==> src/rtl/sevenseg_pkg.sv <==
// Shared constants for the seven-segment scanner: special digit codes,
// the active-low glyph table (bit 6 = g ... bit 0 = a) and the simulation slot length.
package sevenseg_pkg;

   localparam logic [4:0] CODE_BLANK = 5'h10;
   localparam logic [4:0] CODE_MINUS = 5'h11;
   localparam logic [4:0] CODE_UNDER = 5'h12;

   localparam int SIM_SLOT_LEN = 4;

   localparam logic [6:0] SEG_OFF   = 7'h7F;
   localparam logic [6:0] SEG_MINUS = 7'h3F;
   localparam logic [6:0] SEG_UNDER = 7'h77;

   function automatic logic [6:0] hex_glyph(input logic [3:0] nib);
      logic [6:0] g;
      case (nib)
         4'h0:    g = 7'h40;
         4'h1:    g = 7'h79;
         4'h2:    g = 7'h24;
         4'h3:    g = 7'h30;
         4'h4:    g = 7'h19;
         4'h5:    g = 7'h12;
         4'h6:    g = 7'h02;
         4'h7:    g = 7'h78;
         4'h8:    g = 7'h00;
         4'h9:    g = 7'h10;
         4'hA:    g = 7'h08;
         4'hB:    g = 7'h03;
         4'hC:    g = 7'h46;
         4'hD:    g = 7'h21;
         4'hE:    g = 7'h06;
         default: g = 7'h0E;
      endcase
      return g;
   endfunction

endpackage

==> src/rtl/sevenseg_decode.sv <==
// Combinational glyph decoder: 5-bit digit code to active-low segments g..a.
module sevenseg_decode
   import sevenseg_pkg::*;
(
   input  logic [4:0] code,
   output logic [6:0] seg_n
);

   always_comb begin
      seg_n = SEG_OFF;
      if (!code[4]) begin
         seg_n = hex_glyph(code[3:0]);
      end else begin
         case (code)
            CODE_BLANK: seg_n = SEG_OFF;
            CODE_MINUS: seg_n = SEG_MINUS;
            CODE_UNDER: seg_n = SEG_UNDER;
            default:    seg_n = SEG_OFF;
         endcase
      end
   end

endmodule

==> src/rtl/sevenseg_mux.sv <==
// Multiplexed seven-segment scanner with frame-synchronous double buffering and PWM dimming.
// Optional leading-zero suppression is compiled in with `define SEVENSEG_LZS_EN.
module sevenseg_mux
   import sevenseg_pkg::*;
#(
   parameter int NUM_DIGITS  = 8,
   parameter int REFRESH_DIV = 100000,
   parameter int BRIGHT_W    = 4,
   parameter int SIMULATE    = 0
) (
   input  logic                    clk,
   input  logic                    reset,
   input  logic [5*NUM_DIGITS-1:0] digits,
   input  logic [NUM_DIGITS-1:0]   dp_in,
   input  logic [NUM_DIGITS-1:0]   blank,
   input  logic                    load,
   input  logic [BRIGHT_W-1:0]     brightness,
   output logic [6:0]              seg,
   output logic                    dp,
   output logic [NUM_DIGITS-1:0]   an,
   output logic                    frame_tick
);

   localparam int SLOT_LEN = (SIMULATE != 0) ? SIM_SLOT_LEN : REFRESH_DIV;
   localparam int PRESC_W  = (SLOT_LEN > 1) ? $clog2(SLOT_LEN) : 1;
   localparam int IDX_W    = $clog2(NUM_DIGITS);
   localparam logic [PRESC_W-1:0] PRESC_LAST = PRESC_W'(SLOT_LEN - 1);
   localparam logic [IDX_W-1:0]   IDX_LAST   = IDX_W'(NUM_DIGITS - 1);

   logic [PRESC_W-1:0]      presc_q, presc_d;
   logic [IDX_W-1:0]        idx_q, idx_d;
   logic [BRIGHT_W-1:0]     pwm_q, pwm_d;
   logic                    pend_q, pend_d;
   logic [5*NUM_DIGITS-1:0] act_dig_q, act_dig_d, pend_dig_q, pend_dig_d;
   logic [NUM_DIGITS-1:0]   act_dp_q, act_dp_d, pend_dp_q, pend_dp_d;
   logic [NUM_DIGITS-1:0]   act_blank_q, act_blank_d, pend_blank_q, pend_blank_d;
   logic [6:0]              seg_q, seg_d;
   logic                    dp_q, dp_d;
   logic [NUM_DIGITS-1:0]   an_q, an_d;
   logic                    frame_tick_q, frame_tick_d;

   logic                    wrap, pwm_on, lit;
   logic [NUM_DIGITS-1:0]   sup;
   logic [4:0]              cur_code;
   logic                    cur_dp, cur_blank, cur_sup;
   logic [6:0]              dec_seg;

   assign wrap = (presc_q == PRESC_LAST) && (idx_q == IDX_LAST);

   always_comb begin
      presc_d = presc_q + PRESC_W'(1);
      idx_d   = idx_q;
      pwm_d   = pwm_q + BRIGHT_W'(1);
      if (presc_q == PRESC_LAST) begin
         presc_d = '0;
         idx_d   = (idx_q == IDX_LAST) ? '0 : idx_q + IDX_W'(1);
      end
   end

   // New data only reaches the active set on the frame wrap, so a frame never tears.
   always_comb begin
      act_dig_d    = act_dig_q;
      act_dp_d     = act_dp_q;
      act_blank_d  = act_blank_q;
      pend_dig_d   = pend_dig_q;
      pend_dp_d    = pend_dp_q;
      pend_blank_d = pend_blank_q;
      pend_d       = pend_q;
      if (wrap) begin
         pend_d = 1'b0;
         if (load) begin
            act_dig_d   = digits;
            act_dp_d    = dp_in;
            act_blank_d = blank;
         end else if (pend_q) begin
            act_dig_d   = pend_dig_q;
            act_dp_d    = pend_dp_q;
            act_blank_d = pend_blank_q;
         end
      end else if (load) begin
         pend_dig_d   = digits;
         pend_dp_d    = dp_in;
         pend_blank_d = blank;
         pend_d       = 1'b1;
      end
   end

`ifdef SEVENSEG_LZS_EN
   logic run;
   always_comb begin
      sup = '0;
      run = 1'b1;
      for (int i = NUM_DIGITS - 1; i > 0; i--) begin
         if (act_dig_q[5*i +: 5] != 5'd0) run = 1'b0;
         sup[i] = run;
      end
   end
`else
   assign sup = '0;
`endif

   always_comb begin
      cur_code  = 5'd0;
      cur_dp    = 1'b0;
      cur_blank = 1'b1;
      cur_sup   = 1'b0;
      for (int i = 0; i < NUM_DIGITS; i++) begin
         if (idx_q == IDX_W'(i)) begin
            cur_code  = act_dig_q[5*i +: 5];
            cur_dp    = act_dp_q[i];
            cur_blank = act_blank_q[i];
            cur_sup   = sup[i];
         end
      end
   end

   sevenseg_decode u_decode (
      .code  (cur_code),
      .seg_n (dec_seg)
   );

   // Slot clock 0 keeps every anode off so the previous glyph cannot ghost onto the next digit.
   always_comb begin
      pwm_on = (brightness == {BRIGHT_W{1'b1}}) || (pwm_q < brightness);
      lit    = (presc_q != '0) && pwm_on;
      for (int i = 0; i < NUM_DIGITS; i++) begin
         an_d[i] = !(lit && (idx_q == IDX_W'(i)));
      end
      seg_d        = (cur_blank || cur_sup) ? SEG_OFF : dec_seg;
      dp_d         = cur_blank ? 1'b1 : ~cur_dp;
      frame_tick_d = wrap;
   end

   always_ff @(posedge clk or posedge reset) begin
      if (reset) begin
         presc_q      <= '0;
         idx_q        <= '0;
         pwm_q        <= '0;
         pend_q       <= 1'b0;
         act_dig_q    <= '0;
         act_dp_q     <= '0;
         act_blank_q  <= '1;
         pend_dig_q   <= '0;
         pend_dp_q    <= '0;
         pend_blank_q <= '1;
         seg_q        <= SEG_OFF;
         dp_q         <= 1'b1;
         an_q         <= '1;
         frame_tick_q <= 1'b0;
      end else begin
         presc_q      <= presc_d;
         idx_q        <= idx_d;
         pwm_q        <= pwm_d;
         pend_q       <= pend_d;
         act_dig_q    <= act_dig_d;
         act_dp_q     <= act_dp_d;
         act_blank_q  <= act_blank_d;
         pend_dig_q   <= pend_dig_d;
         pend_dp_q    <= pend_dp_d;
         pend_blank_q <= pend_blank_d;
         seg_q        <= seg_d;
         dp_q         <= dp_d;
         an_q         <= an_d;
         frame_tick_q <= frame_tick_d;
      end
   end

   assign seg        = seg_q;
   assign dp         = dp_q;
   assign an         = an_q;
   assign frame_tick = frame_tick_q;

endmodule

==> config.mk <==
export PLATFORM = sky130hd
export DESIGN_NAME = sevenseg_mux
export DESIGN_NICKNAME = d
export VERILOG_FILES = /design/src/rtl/sevenseg_pkg.sv /design/src/rtl/sevenseg_decode.sv /design/src/rtl/sevenseg_mux.sv
export SDC_FILE = /design/constraint.sdc
export NUM_CORES = 1
export LEC_CHECK = 0
export ABC_AREA = 1
export BUFFER_PORTS_ARGS = -buffer_cell sky130_fd_sc_hd__buf_2
export CORE_MARGIN = 1
export CORE_UTILIZATION = 59
export DETAILED_ROUTE_END_ITERATION = 8
export PLACE_DENSITY = 0.8
export RECOVER_POWER = 50
export REMOVE_ABC_BUFFERS = 1
export SETUP_SLACK_MARGIN = 0.2
export SYNTH_ARGS = -nofsm -noshare
export SYNTH_HDL_FRONTEND = slang
export SYNTH_HIERARCHICAL = 1
export SYNTH_SLANG_ARGS = --single-unit
==> constraint.sdc <==
create_clock -name clk -period 5.48 [get_ports clk]
set_clock_uncertainty 0.1 [all_clocks]
set_input_delay 0.274 -clock clk [delete_from_list [all_inputs] [get_ports clk]]
set_output_delay 0.274 -clock clk [all_outputs]
set_load 0.005 [all_outputs]
==> metrics.log <==
[metrics] DRC errors left: 0
[metrics] maximum number of pins on one net before global-route repair: 100
[metrics] fin util: 0.6985
[metrics] router iterations before antenna repair: 5
[metrics] critical path arrival: 4.12 ns
[metrics] placer congestion estimate: 0.8881
[metrics] Startpoint Class: flop
[metrics] Placement Rows: 42
[metrics] Setup Crit Path Kind: flop to flop
[metrics] status: finished clean
[metrics] final critical-path required period: 3.860 ns
[metrics] Post-synth top flop: sky130_fd_sc_hd__dfrtp_1
[metrics] final worst-path cycle share: 0.7043
[metrics] Lkg Pwr: 4.741 nW
[metrics] vias post-DR: 6,277
[metrics] worst hold-check path type: input port to flop
[metrics] highest fanout seen on the critical path: 58
[metrics] CTS Hold Bufs: 40
[metrics] Worst IR Drop VDD: 246.5 uV
[metrics] total of endpoints with negative setup slack in the final report: 0
[metrics] die width: 118.3 um
[metrics] vias per cell: 5.226
[metrics] total routing usage reported by global routing: 0.2494
[metrics] placed wire-length estimate: 10.39 mm
[metrics] Starting Density: 0.6028
[metrics] Num CTS Buffers: 17
[metrics] number of antenna violations at the first check in global routing: 0
[metrics] number of slew-limit violations in the final report: 0
[metrics] DRC violation total after the first TritonRoute iteration: 532
[metrics] Max H-tree Level: 4
[metrics] Skew-Pair Late Insertion Delay: 0.43 ns
[metrics] sinks on the clock net: 154
[metrics] Setup Fix Bufs, Post-CTS: 0
[metrics] commonest cells after routing, fill and taps aside: sky130_fd_sc_hd__nand2_1 (299), sky130_fd_sc_hd__dfrtp_1 (122), sky130_fd_sc_hd__nand3_1 (97)
[metrics] slew margin rel.: 0.2900
[metrics] Top-Level Pins: 80
[metrics] core region area: 13,240 um^2
[metrics] number of nets in the final layout: 1,094
[metrics] wire length of the first global-routing pass: 27.83 mm
[metrics] number of flops mapped to enable cells by yosys: 0
[metrics] areal power density over the cells: 270.3 nW/um^2
[metrics] Seq cells post-synth: 154
[metrics] Die Ht: 118.3 um
[metrics] fraction of the yosys area taken by sequential cells: 0.4878
[metrics] synth-to-layout area growth: 15.88%
[metrics] post-CTS resize count: 0
[metrics] share of flip-flops with an asynchronous set or reset after synthesis: 1.000
[metrics] Clock Pin Slew Worst Setup and Hold Paths: 0.06 ns
[metrics] wire per inst: 13.52 um
[metrics] unrepaired setup endpoints after global routing: no
[metrics] synthesized instance count: 916
[metrics] CTS tree: done
[metrics] drt total wl: 16.24 mm
[metrics] Max Cap Violations: 0
[metrics] Sum Neg Setup Slack: 0 ns
[metrics] Unique masters post-synth: 37
[metrics] buffer cell driving the clock tree root: sky130_fd_sc_hd__clkbuf_16
[metrics] highest clock rate: 259.1 MHz
[metrics] number of port buffers: 79
[metrics] Mapped Avg Cell Area: 8.715 um^2
[metrics] overall die area: 14,000 um^2
[metrics] data required time of the critical path: 5.74 ns
[metrics] synthesized cell area: 7983 um^2
[metrics] final number of hold-violating endpoints: 0
[metrics] most frequent standard cell in the layout excluding fill and tap cells: sky130_fd_sc_hd__nand2_1
[metrics] antenna-violating nets left: 0
[metrics] Longest Clk Path Bufs: 2
[metrics] GR Overflow Total: 0
[metrics] via count of the first global-routing pass: 6,007
[metrics] Synth Warn #: 6
[metrics] CP endpoint kind: flop
[metrics] slew at the pin closest to its max-slew limit: 1.061 ns
[metrics] Inserted Diodes: 0
[metrics] fraction of final layout cells sized beyond drive strength 1: 0.1863
-- synth_stat cells, types with 11 or more instances --
| cell type | number | share of area |
|---|---|---|
| sky130_fd_sc_hd__buf_6 | 20 | 0.028 |
| sky130_fd_sc_hd__clkbuf_1 | 15 | 0.0071 |
| sky130_fd_sc_hd__dfrtp_1 | 122 | 0.38 |
| sky130_fd_sc_hd__dfstp_2 | 32 | 0.11 |
| sky130_fd_sc_hd__ha_1 | 19 | 0.030 |
| sky130_fd_sc_hd__inv_1 | 64 | 0.030 |
| sky130_fd_sc_hd__mux2i_1 | 56 | 0.070 |
| sky130_fd_sc_hd__nand2_1 | 298 | 0.14 |
| sky130_fd_sc_hd__nand3_1 | 97 | 0.061 |
| sky130_fd_sc_hd__nor2_1 | 41 | 0.019 |
| sky130_fd_sc_hd__o21ai_1 | 33 | 0.021 |
| sky130_fd_sc_hd__o21ai_2 | 26 | 0.029 |
| sky130_fd_sc_hd__or2_2 | 11 | 0.0086 |
-- area by class of cell --
type,instances,area (um^2)
clock buffers,23,478.0
clock inverters,9,90.09
fillers,1054,3993
inverters,72,284.0
multi-input cells,644,3460
flip-flops and latches,154,3894
well taps,176,220.2
repair buffers,123,824.5
-- layer usage --
layer,vias to the layer above,routed length (um),track usage
li1,3142,-,-
met1,2931,7355,0.3338
met2,179,7904,0.4026
met3,25,651,0.04488
met4,0,327,0.1010
met5,-,0,0
-- power by group --
part	internal [W]	switching, W
Combinational	0.0000793	0.000102
Sequential	0.00118	0.0000192
Clock	0.000662	0.000460
-- critical path, stage by stage (launching register included) --
cell	delay [ns]
sky130_fd_sc_hd__dfrtp_1	0.39
sky130_fd_sc_hd__ha_1	0.20
sky130_fd_sc_hd__nand2_1	0.06
sky130_fd_sc_hd__nor2_1	0.15
sky130_fd_sc_hd__clkinv_1	0.13
sky130_fd_sc_hd__nor2_1	0.25
sky130_fd_sc_hd__inv_1	0.15
sky130_fd_sc_hd__nor2_4	0.10
sky130_fd_sc_hd__nand2_1	0.21
sky130_fd_sc_hd__clkinvlp_2	0.37
sky130_fd_sc_hd__nand2_4	0.43
sky130_fd_sc_hd__nand2_2	0.97
sky130_fd_sc_hd__nand2_1	0.15
sky130_fd_sc_hd__nand2_1	0.11
-- state kept, by name, summed over array words and instances (netlist names) --
name / cells
pwm_q: 4
pend_dig_q: 40
pend_blank_q: 8
dp: 1
act_blank_q: 8
an: 8
seg: 7
act_dp_q: 8
frame_tick: 1
idx_q: 3
pend_dp_q: 8
presc_q: 17
pend_q: 1
act_dig_q: 40
-- stage by stage --
step / instance area [um^2] / std cells / total power [W] / worst slack [ns] / hold WS [ns]
after floorplan: 7654 / 870 / 0.001304 / 1.009 / 0.2885
after global placement: 8299 / 1128 / 0.001373 / 2.290 / 0.3484
after detailed placement: 8299 / 1128 / 0.001378 / 2.227 / 0.3517
after CTS: 9268 / 1200 / 0.002517 / 2.200 / 0.0003714
after global routing: 9250 / 1201 / 0.002599 / 1.291 / 0.007465
final: 9250 / 1201 / 0.002501 / 1.620 / 0.006937
-- worst paths after layout --
check,from,to,slack [ns],depth (start not counted)
setup / recovery,presc_q[0],pend_dig_q[16],1.62,13
hold / removal,digits[19],pend_dig_q[19],0.007,3
setup reg to reg,presc_q[0],pend_dig_q[16],1.62,13
hold reg to reg,pend_blank_q[7],pend_blank_q[7],0.36,2
max in group asynchronous,reset,pwm_q[0],3.52,4
min in group asynchronous,reset,presc_q[16],0.49,3
-- cells by family after synthesis --
family          count (synthesis)  synth area share
mux                            56           0.07022
buf+inv                       118           0.07664
xor+xnor                        8          0.008778
fa+ha+maj                      19           0.02978
simple gates                  478            0.2599
compound gates                 83           0.06693
flops                         154            0.4878
(Power assumes the default switching activity.)
